--- config.mk ---
export PLATFORM = sky130hd
export DESIGN_NAME = sum_averager
export DESIGN_NICKNAME = d
export VERILOG_FILES = /design/src/rtl/sum_avg_pkg.sv /design/src/rtl/sum_averager_avg_out_reg.sv /design/src/rtl/sum_averager.sv
export SDC_FILE = /design/constraint.sdc
export NUM_CORES = 1
export LEC_CHECK = 0
export ABC_AREA = 0
export CAP_MARGIN = 5
export CORE_MARGIN = 4
export CORE_UTILIZATION = 54
export DETAILED_ROUTE_END_ITERATION = 12
export PLACE_DENSITY = 0.8
export SLEW_MARGIN = 15
export SYNTH_ARGS = -nofsm -noshare
export SYNTH_HDL_FRONTEND = slang
export SYNTH_SLANG_ARGS = --single-unit
--- constraint.sdc ---
create_clock -name clk -period 2.9 [get_ports clk]
set_input_delay 0.435 -clock clk [delete_from_list [all_inputs] [get_ports clk]]
set_output_delay 0.435 -clock clk [all_outputs]
set_load 0.03 [all_outputs]
--- src/rtl/sum_avg_pkg.sv ---
`default_nettype none
// ============================================================================
//  Module      : sum_avg_pkg
//  Description : Shared definitions for the sum_averager block. Holds the
//                default widths and the accumulator FSM state encoding.
//                No ports.
//  Revision    : 1.0  initial release
// ============================================================================
package sum_avg_pkg;

    // Default configuration: 19-bit sum samples averaged over 2^4 = 16 samples
    localparam int DEF_IN_W  = 19;
    localparam int DEF_LOG2N = 4;

    // Accumulator FSM state encoding (explicit 1-bit width)
    typedef enum logic [0:0] {
        IDLE  = 1'b0,
        ACCUM = 1'b1
    } avg_state_e;

endpackage : sum_avg_pkg
`default_nettype wire

--- src/rtl/sum_averager_avg_out_reg.sv ---
`default_nettype none
// ============================================================================
//  Module      : avg_out_reg
//  Description : Valid/ready holding register for finished averages. A new
//                average always overwrites the held one; if the held value
//                was still unconsumed it raises a sticky overrun flag.
//  Ports       : clk_i      - clock, rising edge
//                rst_ni     - asynchronous active-low reset
//                clr_i      - synchronous overrun clear (data/valid kept)
//                load_i     - a new average is presented on data_i
//                data_i     - new average value
//                ready_i    - consumer accepts data_o when valid_o is high
//                valid_o    - data_o holds an unconsumed average
//                data_o     - held average
//                overrun_o  - sticky: an unconsumed average was overwritten
//  Revision    : 1.0  initial release
// ============================================================================
module avg_out_reg #(
    parameter int W = 19
) (
    input  logic         clk_i,
    input  logic         rst_ni,
    input  logic         clr_i,
    input  logic         load_i,
    input  logic [W-1:0] data_i,
    input  logic         ready_i,
    output logic         valid_o,
    output logic [W-1:0] data_o,
    output logic         overrun_o
);

    logic         valid_q,   valid_d;
    logic [W-1:0] data_q,    data_d;
    logic         overrun_q, overrun_d;

    always_comb begin
        valid_d   = valid_q;
        data_d    = data_q;
        overrun_d = overrun_q;

        if (load_i) begin
            // A load always wins: the register stays valid with the new value.
            // Overrun only when the old value was neither consumed nor being
            // consumed this cycle.
            data_d  = data_i;
            valid_d = 1'b1;
            if (valid_q && !ready_i) begin
                overrun_d = 1'b1;
            end
        end else if (valid_q && ready_i) begin
            valid_d = 1'b0;
        end

        // clr never coincides with a load (the sample is discarded upstream),
        // so it only needs to drop the sticky flag.
        if (clr_i) begin
            overrun_d = 1'b0;
        end
    end

    always_ff @(posedge clk_i or negedge rst_ni) begin
        if (!rst_ni) begin
            valid_q   <= 1'b0;
            data_q    <= '0;
            overrun_q <= 1'b0;
        end else begin
            valid_q   <= valid_d;
            data_q    <= data_d;
            overrun_q <= overrun_d;
        end
    end

    assign valid_o   = valid_q;
    assign data_o    = data_q;
    assign overrun_o = overrun_q;

endmodule : avg_out_reg
`default_nettype wire

--- src/rtl/sum_averager.sv ---
`default_nettype none
// ============================================================================
//  Module      : sum_averager
//  Description : Averages windows of N = 2^LOG2N unsigned sum samples and
//                presents each window average through a valid/ready holding
//                register with overwrite-and-flag behaviour.
//                Build option: define SUM_AVG_ROUND_EN to round half up
//                instead of truncating the average.
//  Ports       : clk       - clock, rising edge
//                rst_n     - asynchronous active-low reset
//                enable    - start / continue averaging
//                clr       - synchronous window restart and overrun clear
//                in_valid  - in_data carries a sample this cycle
//                in_data   - IN_W-bit unsigned sum sample
//                avg_valid - avg_data holds an unconsumed average
//                avg_ready - consumer accepts avg_data
//                avg_data  - IN_W-bit window average
//                overrun   - sticky: an unconsumed average was overwritten
//  Parameters  : IN_W  - sample width
//                LOG2N - log2 of window length, legal range 1..8
//  Revision    : 1.0  initial release
// ============================================================================
module sum_averager
    import sum_avg_pkg::*;
#(
    parameter int IN_W  = DEF_IN_W,
    parameter int LOG2N = DEF_LOG2N
) (
    input  logic            clk,
    input  logic            rst_n,
    input  logic            enable,
    input  logic            clr,
    input  logic            in_valid,
    input  logic [IN_W-1:0] in_data,
    output logic            avg_valid,
    input  logic            avg_ready,
    output logic [IN_W-1:0] avg_data,
    output logic            overrun
);

    // N*(2^IN_W-1) always fits in IN_W+LOG2N bits, so the sum cannot wrap.
    localparam int ACC_W = IN_W + LOG2N;

    avg_state_e        state_q, state_d;
    logic [ACC_W-1:0]  acc_q,   acc_d;
    logic [LOG2N-1:0]  cnt_q,   cnt_d;

    logic [ACC_W-1:0]  sum_w;
    logic [ACC_W-1:0]  final_w;
    logic [IN_W-1:0]   avg_new_w;
    logic              load_w;
    logic              last_w;

    assign sum_w  = acc_q + ACC_W'(in_data);
    assign last_w = (cnt_q == {LOG2N{1'b1}});

`ifdef SUM_AVG_ROUND_EN
    // Half an LSB of the result; adding it cannot overflow because
    // N*(2^IN_W-1) + N/2 < N*2^IN_W.
    localparam logic [ACC_W-1:0] ROUND_C = ACC_W'(1) << (LOG2N - 1);
    assign final_w = sum_w + ROUND_C;
`else
    assign final_w = sum_w;
`endif

    assign avg_new_w = IN_W'(final_w >> LOG2N);

    always_comb begin
        state_d = state_q;
        acc_d   = acc_q;
        cnt_d   = cnt_q;
        load_w  = 1'b0;

        case (state_q)
            IDLE: begin
                // Samples are ignored here; accumulation starts next cycle.
                if (enable) begin
                    state_d = ACCUM;
                end
            end
            ACCUM: begin
                if (!enable && (cnt_q == '0)) begin
                    // Leave only on a window boundary so no partial sum is lost
                    // mid-window.
                    state_d = IDLE;
                end else if (in_valid && !clr) begin
                    if (last_w) begin
                        load_w = 1'b1;
                        acc_d  = '0;
                        cnt_d  = '0;
                    end else begin
                        acc_d  = sum_w;
                        cnt_d  = cnt_q + LOG2N'(1);
                    end
                end
            end
            default: begin
                state_d = IDLE;
            end
        endcase

        if (clr) begin
            acc_d = '0;
            cnt_d = '0;
        end
    end

    always_ff @(posedge clk or negedge rst_n) begin
        if (!rst_n) begin
            state_q <= IDLE;
            acc_q   <= '0;
            cnt_q   <= '0;
        end else begin
            state_q <= state_d;
            acc_q   <= acc_d;
            cnt_q   <= cnt_d;
        end
    end

    avg_out_reg #(
        .W (IN_W)
    ) u_out_reg (
        .clk_i     (clk),
        .rst_ni    (rst_n),
        .clr_i     (clr),
        .load_i    (load_w),
        .data_i    (avg_new_w),
        .ready_i   (avg_ready),
        .valid_o   (avg_valid),
        .data_o    (avg_data),
        .overrun_o (overrun)
    );

endmodule : sum_averager
`default_nettype wire

Yosys cells after proc, flatten, opt, wreduce, memory -nomap -nowiden

Cells that the tools add are included.

Register bits after elaboration: 49
Output and inout port bits: 21
Word-level logic and storage cells: 48
Input port bits: 25

$add $sub $neg: 2
Reduce and logical (&&, ||, !) cells: 15
Multiplexer cells: 22
Bitwise logic cells: 1
Equal/unequal tests: 2

Operator list:

| cell                                         | count |
|---|---|
| 2-to-1 mux 23 bit                            | 5 |
| adder 23 x 19 -> 23 bit                      | 1 |
| 2-to-1 mux 4 bit                             | 5 |
| 2-to-1 mux 1 bit                             | 11 |
| nonzero test 2 bit                           | 5 |
| adder 4 x 1 -> 4 bit (second input constant) | 1 |
| == test 4 bit (second input constant)        | 1 |
| logical AND 1 bit                            | 4 |
| zero test 4 bit                              | 1 |
| zero test 1 bit                              | 3 |
| AND reduction 3 bit                          | 1 |
| != test 2 bit (second input constant)        | 1 |
| one-hot mux 1 bit (2 select lines)           | 1 |
| AND reduction 2 bit                          | 1 |
| inverter 1 bit                               | 1 |

Logic depth before layout (Yosys ltp)

Gate-level depths: netlist (run 1).

Word-level depth: 7
Depth in mapped cells: 10
Depth with buffers taken out: 9

Hierarchy

Synthesis (run 1) repeated with hierarchy kept, for this count alone.

Cells, all modules: 275
Area total of the unflattened synthesis: 3031.7 sq um

Modules (own cells, without submodules):

| module       | times used | area each (sq um) | sequential area each (sq um) | cells each |
|---|---|---|---|---|
| sum_averager | 1          | 2157.1            | 700.7                        | 228 |
| avg_out_reg  | 1          | 874.6             | 525.5                        | 47 |

Worst setup path before layout (run 1)

No wires, ideal clock.

Kind: in2reg
Start point: input in_data[0]
End point: register u_out_reg.data_q[16] (netlist: u_out_reg.data_o[16])
Arrival time: 2.438 ns
Path slack: 0.334 ns
Library setup time: 0.128 ns
Path buffers: 0
Required time: 2.772 ns
Stages: 9
Cells stage by stage: ha_1 -> fa_1 -> a21o_1 -> a221oi_4 -> o21ai_2 -> a221o_1 -> o31ai_4 -> xnor2_1 -> o21ai_1

Cells in the longest elaborated chain, start to end: 1

Ends and longest elaborated chain:

| item                    | line                           | source |
|---|---|---|
| start: declaration      | sum_averager.sv:34             | `input logic [IN_W-1:0] in_data,` |
| adder 23 x 19 -> 23 bit | sum_averager.sv:54             | `assign sum_w = acc_q + ACC_W'(in_data);` |
| end signal: assignment  | sum_averager_avg_out_reg.sv:68 | `data_q <= data_d;` |
| end: declaration        | sum_averager_avg_out_reg.sv:33 | `logic [W-1:0] data_q, data_d;` |

No other way between the ends.
A chain may end at the register's enable or synchronous reset.

Final worst setup path (run 1)

Start point: input in_data[0]
End point: register acc_q[22]

Cells in the longest elaborated chain, start to end: 6

Ends and longest elaborated chain:

| item                    | line                | source |
|---|---|---|
| adder 23 x 19 -> 23 bit | sum_averager.sv:54  |  |
| 2-to-1 mux 23 bit       | sum_averager.sv:87  | `if (last_w) begin` |
| 2-to-1 mux 23 bit       | sum_averager.sv:86  | `end else if (in_valid && !clr) begin` |
| 2-to-1 mux 23 bit       | sum_averager.sv:82  | `if (!enable && (cnt_q == '0)) begin` |
| 2-to-1 mux 23 bit       | sum_averager.sv:74  | `case (state_q)` |
| 2-to-1 mux 23 bit       | sum_averager.sv:102 | `if (clr) begin` |
| end signal: assignment  | sum_averager.sv:111 | `acc_q <= '0;` |
| end signal: assignment  | sum_averager.sv:115 | `acc_q <= acc_d;` |
| end: declaration        | sum_averager.sv:45  | `logic [ACC_W-1:0] acc_q, acc_d;` |

No other way between the ends. The select of a mux whose other input is x is not followed.

==> results.md, run 1 <==
* Die area at 6660 um2
* Clk Latency, worst-skew pair at 0.31 ns
* DRC Markers at 0
* Ports at 46
* Crit end category: register
* Unrepaired setup endpoints after global routing: no
* Final setup fails at 0
* CTS resizes at 0
* Antenna violations before repair at 0
* Total number of vias at 2435
* Post-synth ARST share at 1.00
* Clk sinks at 49
* Hold Fails Final Rpt at 0
* Initial Utilization at 0.566
* Yosys reg bits at 49
* Post-synthesis cell count at 301
* Outcome: completed
* Top post-synthesis cells by area: dfrtp_1 (42%), ha_1 (9.0%), nand2_1 (6.4%)
* Avg Inst Size Synth at 9.72 um2
* Top-count cell post-synth: nand2_1
* H-tree depth at 2
* Period utilisation layout at 0.941
* Drt first pass iters at 4
* Placed Cells at 419
* Aggregate global routing overflow at 0
* Vias in the first global route at 2440
* Row count at 26
* Post-CTS setup buffers at 0
* Dpl hpwl at 4910 um
* CP required at 3.14 ns
* R2R setup slack at 0.33 ns
* Max Fclk at 367 MHz
* Worst path cell trace: clkdlybuf4s50_1, ha_1, fa_1, a21o_1, a221oi_4, o21ai_2, a221o_1, o21a_1, nand2b_1, a31oi_1
* Antenna Cells at 0
* Worst IR Drop VDD at 0.246 mV
* Most instantiated cells after synthesis: nand2_1 (50), dfrtp_1 (49), ha_1 (21)
* CTS tree: done
* Largest net degree at the start of global routing at 50
* Clk buf depth at 2
* Slew @ Worst Pin at 0.787 ns
* Clock transition at path regs at 0.09 ns
* Path type of the worst min-delay path: in -> async
* WL met3 at 418 um
* Worst Setup Slack, final at 0.172 ns
* PortBufs at 45
* First-pass GRT wire length at 11700 um
* Fraction of layout cells with a size suffix above 1 at 0.104
* Slew Viols, Final at 0
* Area Overhead vs Synth at 25.7%
* DP Worst Slack at -0.154 ns
* Synth top area share at 0.419
* Max-Cap Viols at 0
* Cell area after synthesis at 2930 um2
* Pwr Density at 444 nW/um2
* Setup TNS at 0 ns
* Cell leakage power at 1.81 nW
* WL final at 6730 um
* Post-synth top area cell: dfrtp_1
* Die width at 81.6 um
* Routed wl met2 at 2980 um
* CP Class: in -> reg
* Starting DRT DRC Count at 171
* Synth Flop Type: dfrtp_1
* Clock Skew at 0.00914 ns
* Tmin final at 2.73 ns
* Core Region at 5170 um2
* Root buf cell: clkbuf_8
* Syn Nets at 348
* Synth unique cells at 45
* M1 WL at 3220 um
* Post-synthesis sequential area ratio at 0.419
* Routed vias/inst at 5.70
* Fin cells at 427
* Hold buffers post-CTS at 0
* WL/cell at 15.8 um
* Startpoint types: input port
* Post-synth EDFFs at 0
* Total Routing Usage GR at 0.229
* CTS buffer count at 5
* Number of synthesis warnings at 0
* Final antenna-violating net count at 0
* Buf/Inv on CP at 1
* Crit-path leading delay family: compound AO/OA/AOI/OAI gates
* Critical path peak fanout at 3
* Gpl congestion at 0.890
* Finished Core Util at 0.711
* Final nets at 403
* Top Metal Used: met4
* Slew Limit Headroom at 0.476
* CP arrival at 2.96 ns
* Die height at 81.6 um
* CP max-delay cell: clkdlybuf4s50_1
* CP max stage delay at 0.40 ns
-- per-stage QoR --
step,cell area (um2),hold slack [ns],power (mW)
floorplan,2930,0.139,0.932
global placement,3540,0.461,1.04
detailed placement,3540,0.462,1.05
CTS,3680,0.357,1.65
global route,3680,0.191,1.72
finish,3680,0.131,1.63
-- flip-flops by register name (all words and copies together), names as in the netlist --
name                 cells
acc_q                   23
u_out_reg.data_o        19
cnt_q                    4
state_q                  1
u_out_reg.overrun_o      1
u_out_reg.valid_o        1
-- cell usage in the layout, fill, tap and decap left out, drive strengths merged, types with 2 or more instances in the layout --
master	n
a22o	18
clkdlybuf4s50	44
o21a	2
o41ai	2
dfrtp	49
buf	18
mux2	5
o21ai	15
inv	8
and3	4
ha	21
nand2	50
nor3	2
and2	6
a21o	14
nand2b	2
nor2	13
nand3	7
o31ai	2
o22ai	2
o211ai	2
a211oi	2
bufinv	2
xnor2	12
xor2	10
clkbuf	5
mux2i	2
a221oi	2
a21oi	15
a31oi	7
-- where the power goes --
group          total (mW)  switching [mW]  leakage, nW  internal (mW)
Combinational       0.332           0.183         1.06          0.149
Sequential          0.716          0.0135        0.677          0.703
Clock               0.587           0.240       0.0687          0.347
-- final timing paths --
check                                     from                  end  cells after the start
min                                      rst_n             acc_q[0]                      1
min reg2reg                u_out_reg.data_o[3]  u_out_reg.data_o[3]                      2
max                                 in_data[0]            acc_q[22]                     10
max reg2reg                           acc_q[0]            acc_q[22]                      9
max in group asynchronous                rst_n  u_out_reg.data_o[3]                      1
min in group clk           u_out_reg.data_o[3]  u_out_reg.data_o[3]                      2
-- worst register-to-register path, delay by kind of cell, from the launching register on --
family	cells	cell delay (ns)
adder cells (fa/ha/maj)	2	0.61
AND/OR/NAND/NOR	1	0.15
AO/OA/AOI/OAI	6	1.36
flip-flops	1	0.40
-- routing by layer --
layer / up-vias / track usage
met3: 12 / 0.0362
li1: 1191 / -
met4: 0 / 0.0698
met1: 1147 / 0.334
met2: 85 / 0.353
met5: - / 0
-- kinds of logic (layout without fill, tap and decap cells) --
group | count (synthesis) | in the layout | share of synthesized area
AOI/OAI and AO/OA | 90 | 90 | 0.228
and+or+nand+nor | 90 | 90 | 0.137
DFF | 49 | 49 | 0.419
adders and majority gates | 22 | 22 | 0.0967
xor gates and xnor gates | 22 | 22 | 0.0659
buffers and inverters | 21 | 77 | 0.0269
muxes | 7 | 7 | 0.0261
-- layout make-up --
class	count	area, um2
clock buffer	5	68.8
tap	70	87.6
clock inverter	3	68.8
multi-input combinational	231	1630
sequential	49	1230
timing repair buffer	62	576
inverter	7	26.3
fill	375	1490
Note: power is estimated with default switching activity, not from simulation.
==> run 2, diff against run 1 <==
Settings changed: GPL_ROUTABILITY_DRIVEN set to 0.
==> results of run 2 <==
Same layout as run 1: the final DEF is identical, and so are final timing and power.
==> run 3, diff against run 2 <==
Settings changed: GPL_TIMING_DRIVEN set to 0.
==> run 3 against run 2 <==
Register-to-register slack got worse by 0.08 ns. Core utilization fell by 1.5 points. Cell count down 0.47%. Critical path depth stayed put. Wire length rose by 0.18%. First-iteration DRC count down 9.4%. Via count grew 0.86%. Global-route usage decreased by 1.1 points. Non-clock buffer count is 2 lower. Largest cell class unchanged.
==> results.md, run 3 (synthesized netlist as in run 1, its figures left out) <==
* Finished layout cell area at 3600 um2
* Fraction of layout cells with a size suffix above 1 at 0.0648
* DP Worst Slack at -0.341 ns
* PortBufs at 44
* Initial Utilization at 0.566
* CTS buffer count at 5
* Placed Cells at 416
* Dpl hpwl at 5080 um
* Startpoint types: input port
* Critical path peak fanout at 3
* Area Overhead vs Synth at 23.1%
* Clk Latency, worst-skew pair at 0.31 ns
* CP Class: in -> reg
* Pwr Density at 423 nW/um2
* Routed vias/inst at 5.78
* Multi-input logic area at 1630 um2
* Dpl cell area at 3470 um2
* Worst path cell trace: clkdlybuf4s50_1, ha_2, fa_2, a21o_1, a221oi_4, o21ai_2, a221o_1, o21a_1, nand2b_1, a31oi_1
* Aggregate global routing overflow at 0
* Die height at 81.6 um
* Die area at 6660 um2
* WL final at 6740 um
* Cell leakage power at 1.74 nW
* Antenna Cells at 0
* Ports at 46
* Max reg flops at 23
* CP arrival at 3.03 ns
* Total number of vias at 2456
* Finished Core Util at 0.696
* Final nets at 401
* CTS tree: done
* Tmin final at 2.79 ns
* Slew Viols, Final at 0
* Hold Fails Final Rpt at 0
* First-pass GRT wire length at 11300 um
* Vias in the first global route at 2402
* WL/cell at 15.9 um
* CP required at 3.13 ns
* Row count at 26
* Slew @ Worst Pin at 0.849 ns
* Worst IR Drop VDD at 0.347 mV
* Max-Cap Viols at 0
* Core Region at 5170 um2
* Fillers at 421
* Most frequent cells in the layout: nand2_1 (50), dfrtp_1 (49), clkdlybuf4s50_1 (43)
* Max Fclk at 358 MHz
* Final setup fails at 0
* Drt first pass iters at 4
* Clk buf depth at 2
* CP max stage delay at 0.40 ns
* Antenna violations before repair at 0
* Starting DRT DRC Count at 155
* Total Routing Usage GR at 0.218
* Fin cells at 425
* DRC Markers at 0
* Min Hold Slack at 0.122 ns
* CP max-delay cell: clkdlybuf4s50_1
* Path type of the worst min-delay path: in -> async
* Unrepaired setup endpoints after global routing: no
* Outcome: completed
* Period utilisation layout at 0.963
* Die width at 81.6 um
* Clock Skew at 0.0108 ns
* Clock transition at path regs at 0.10 ns
* Worst Setup Slack, final at 0.106 ns
* Root buf cell: clkbuf_8
* Top reg by flops: acc_q
* Crit end category: register
* Final antenna-violating net count at 0
* Commonest non-fill, non-tap cell in the layout: nand2_1
* Reg area at 1230 um2
* Hold buffers post-CTS at 0
* Slew Limit Headroom at 0.429
* Largest net degree at the start of global routing at 26
* H-tree depth at 2
* Clk sinks at 49
==> run 3: changes by cell type in the layout (fill, tap and decap cells not counted), sizes merged <==
cell	change
clkbuf	+15
buf	-15
inv	-1
clkdlybuf4s50	-1
clkinv	+1
bufinv	-1
==> run 3: stage by stage <==
stage | setup TNS, ns | power [mW]
6_report | 0 | 1.52
2_1_floorplan | 0 | 0.932
3_5_place_dp | -2.87 | 1.03
5_1_grt | 0 | 1.59
4_1_cts | 0 | 1.53
3_3_place_gp | -2.39 | 1.02
==> run 3: timing repair <==
item,4_1_cts,5_1_grt
setup buffers,1,0
resized for setup,0,3
pin swaps,2,5
setup endpoints to repair,3,9
==> run 3: final cells by class <==
cell class | count | share of cell area
Inverter | 7 | 0.00730
Timing Repair Buffer | 46 | 0.129
Buffer | 14 | 0.0146
Sequential cell | 49 | 0.341
Clock inverter | 2 | 0.0108
Tap cell | 70 | 0.0243
Clock buffer | 6 | 0.0202
Multi-Input combinational cell | 231 | 0.454
==> run 3: metal layers <==
| layer | vias to the layer above | GRT usage | part of all wire |
|---|---|---|---|
| li1 | 1196 | - | - |
| met4 | 0 | 0.0598 | 0.0096 |
| met3 | 8 | 0.0351 | 0.065 |
| met2 | 86 | 0.354 | 0.47 |
| met5 | - | 0 | 0 |
| met1 | 1166 | 0.304 | 0.45 |
==> run 3: worst max-delay path: cells and delay by family <==
kind	cells	cell delay [ns]
AO/OA/AOI/OAI	6	1.47
adder cells (fa/ha/maj)	2	0.55
buffers and inverters	1	0.40
AND/OR/NAND/NOR	1	0.15
==> run 3: report_power, final <==
part           total (mW)  leakage, nW  switching (mW)  internal (mW)
clock network       0.494       0.0554           0.235          0.259
registers           0.716        0.677          0.0135          0.703
logic               0.311         1.01           0.179          0.133
total                1.52         1.74           0.427           1.09
==> run 3: path summary, 6_finish.rpt <==
kind                                     startpoint             endpoint  slack, ns  cells after the start
worst min register to register  u_out_reg.data_o[3]  u_out_reg.data_o[3]       0.48                      2
worst max register to register             cnt_q[0]            acc_q[20]       0.25                      8
min in group clk                u_out_reg.data_o[3]  u_out_reg.data_o[3]       0.48                      2
worst max-delay path                     in_data[0]            acc_q[22]       0.11                     10
max in group asynchronous                     rst_n            acc_q[17]       2.23                      2
worst min-delay path                          rst_n             acc_q[0]       0.12                      1
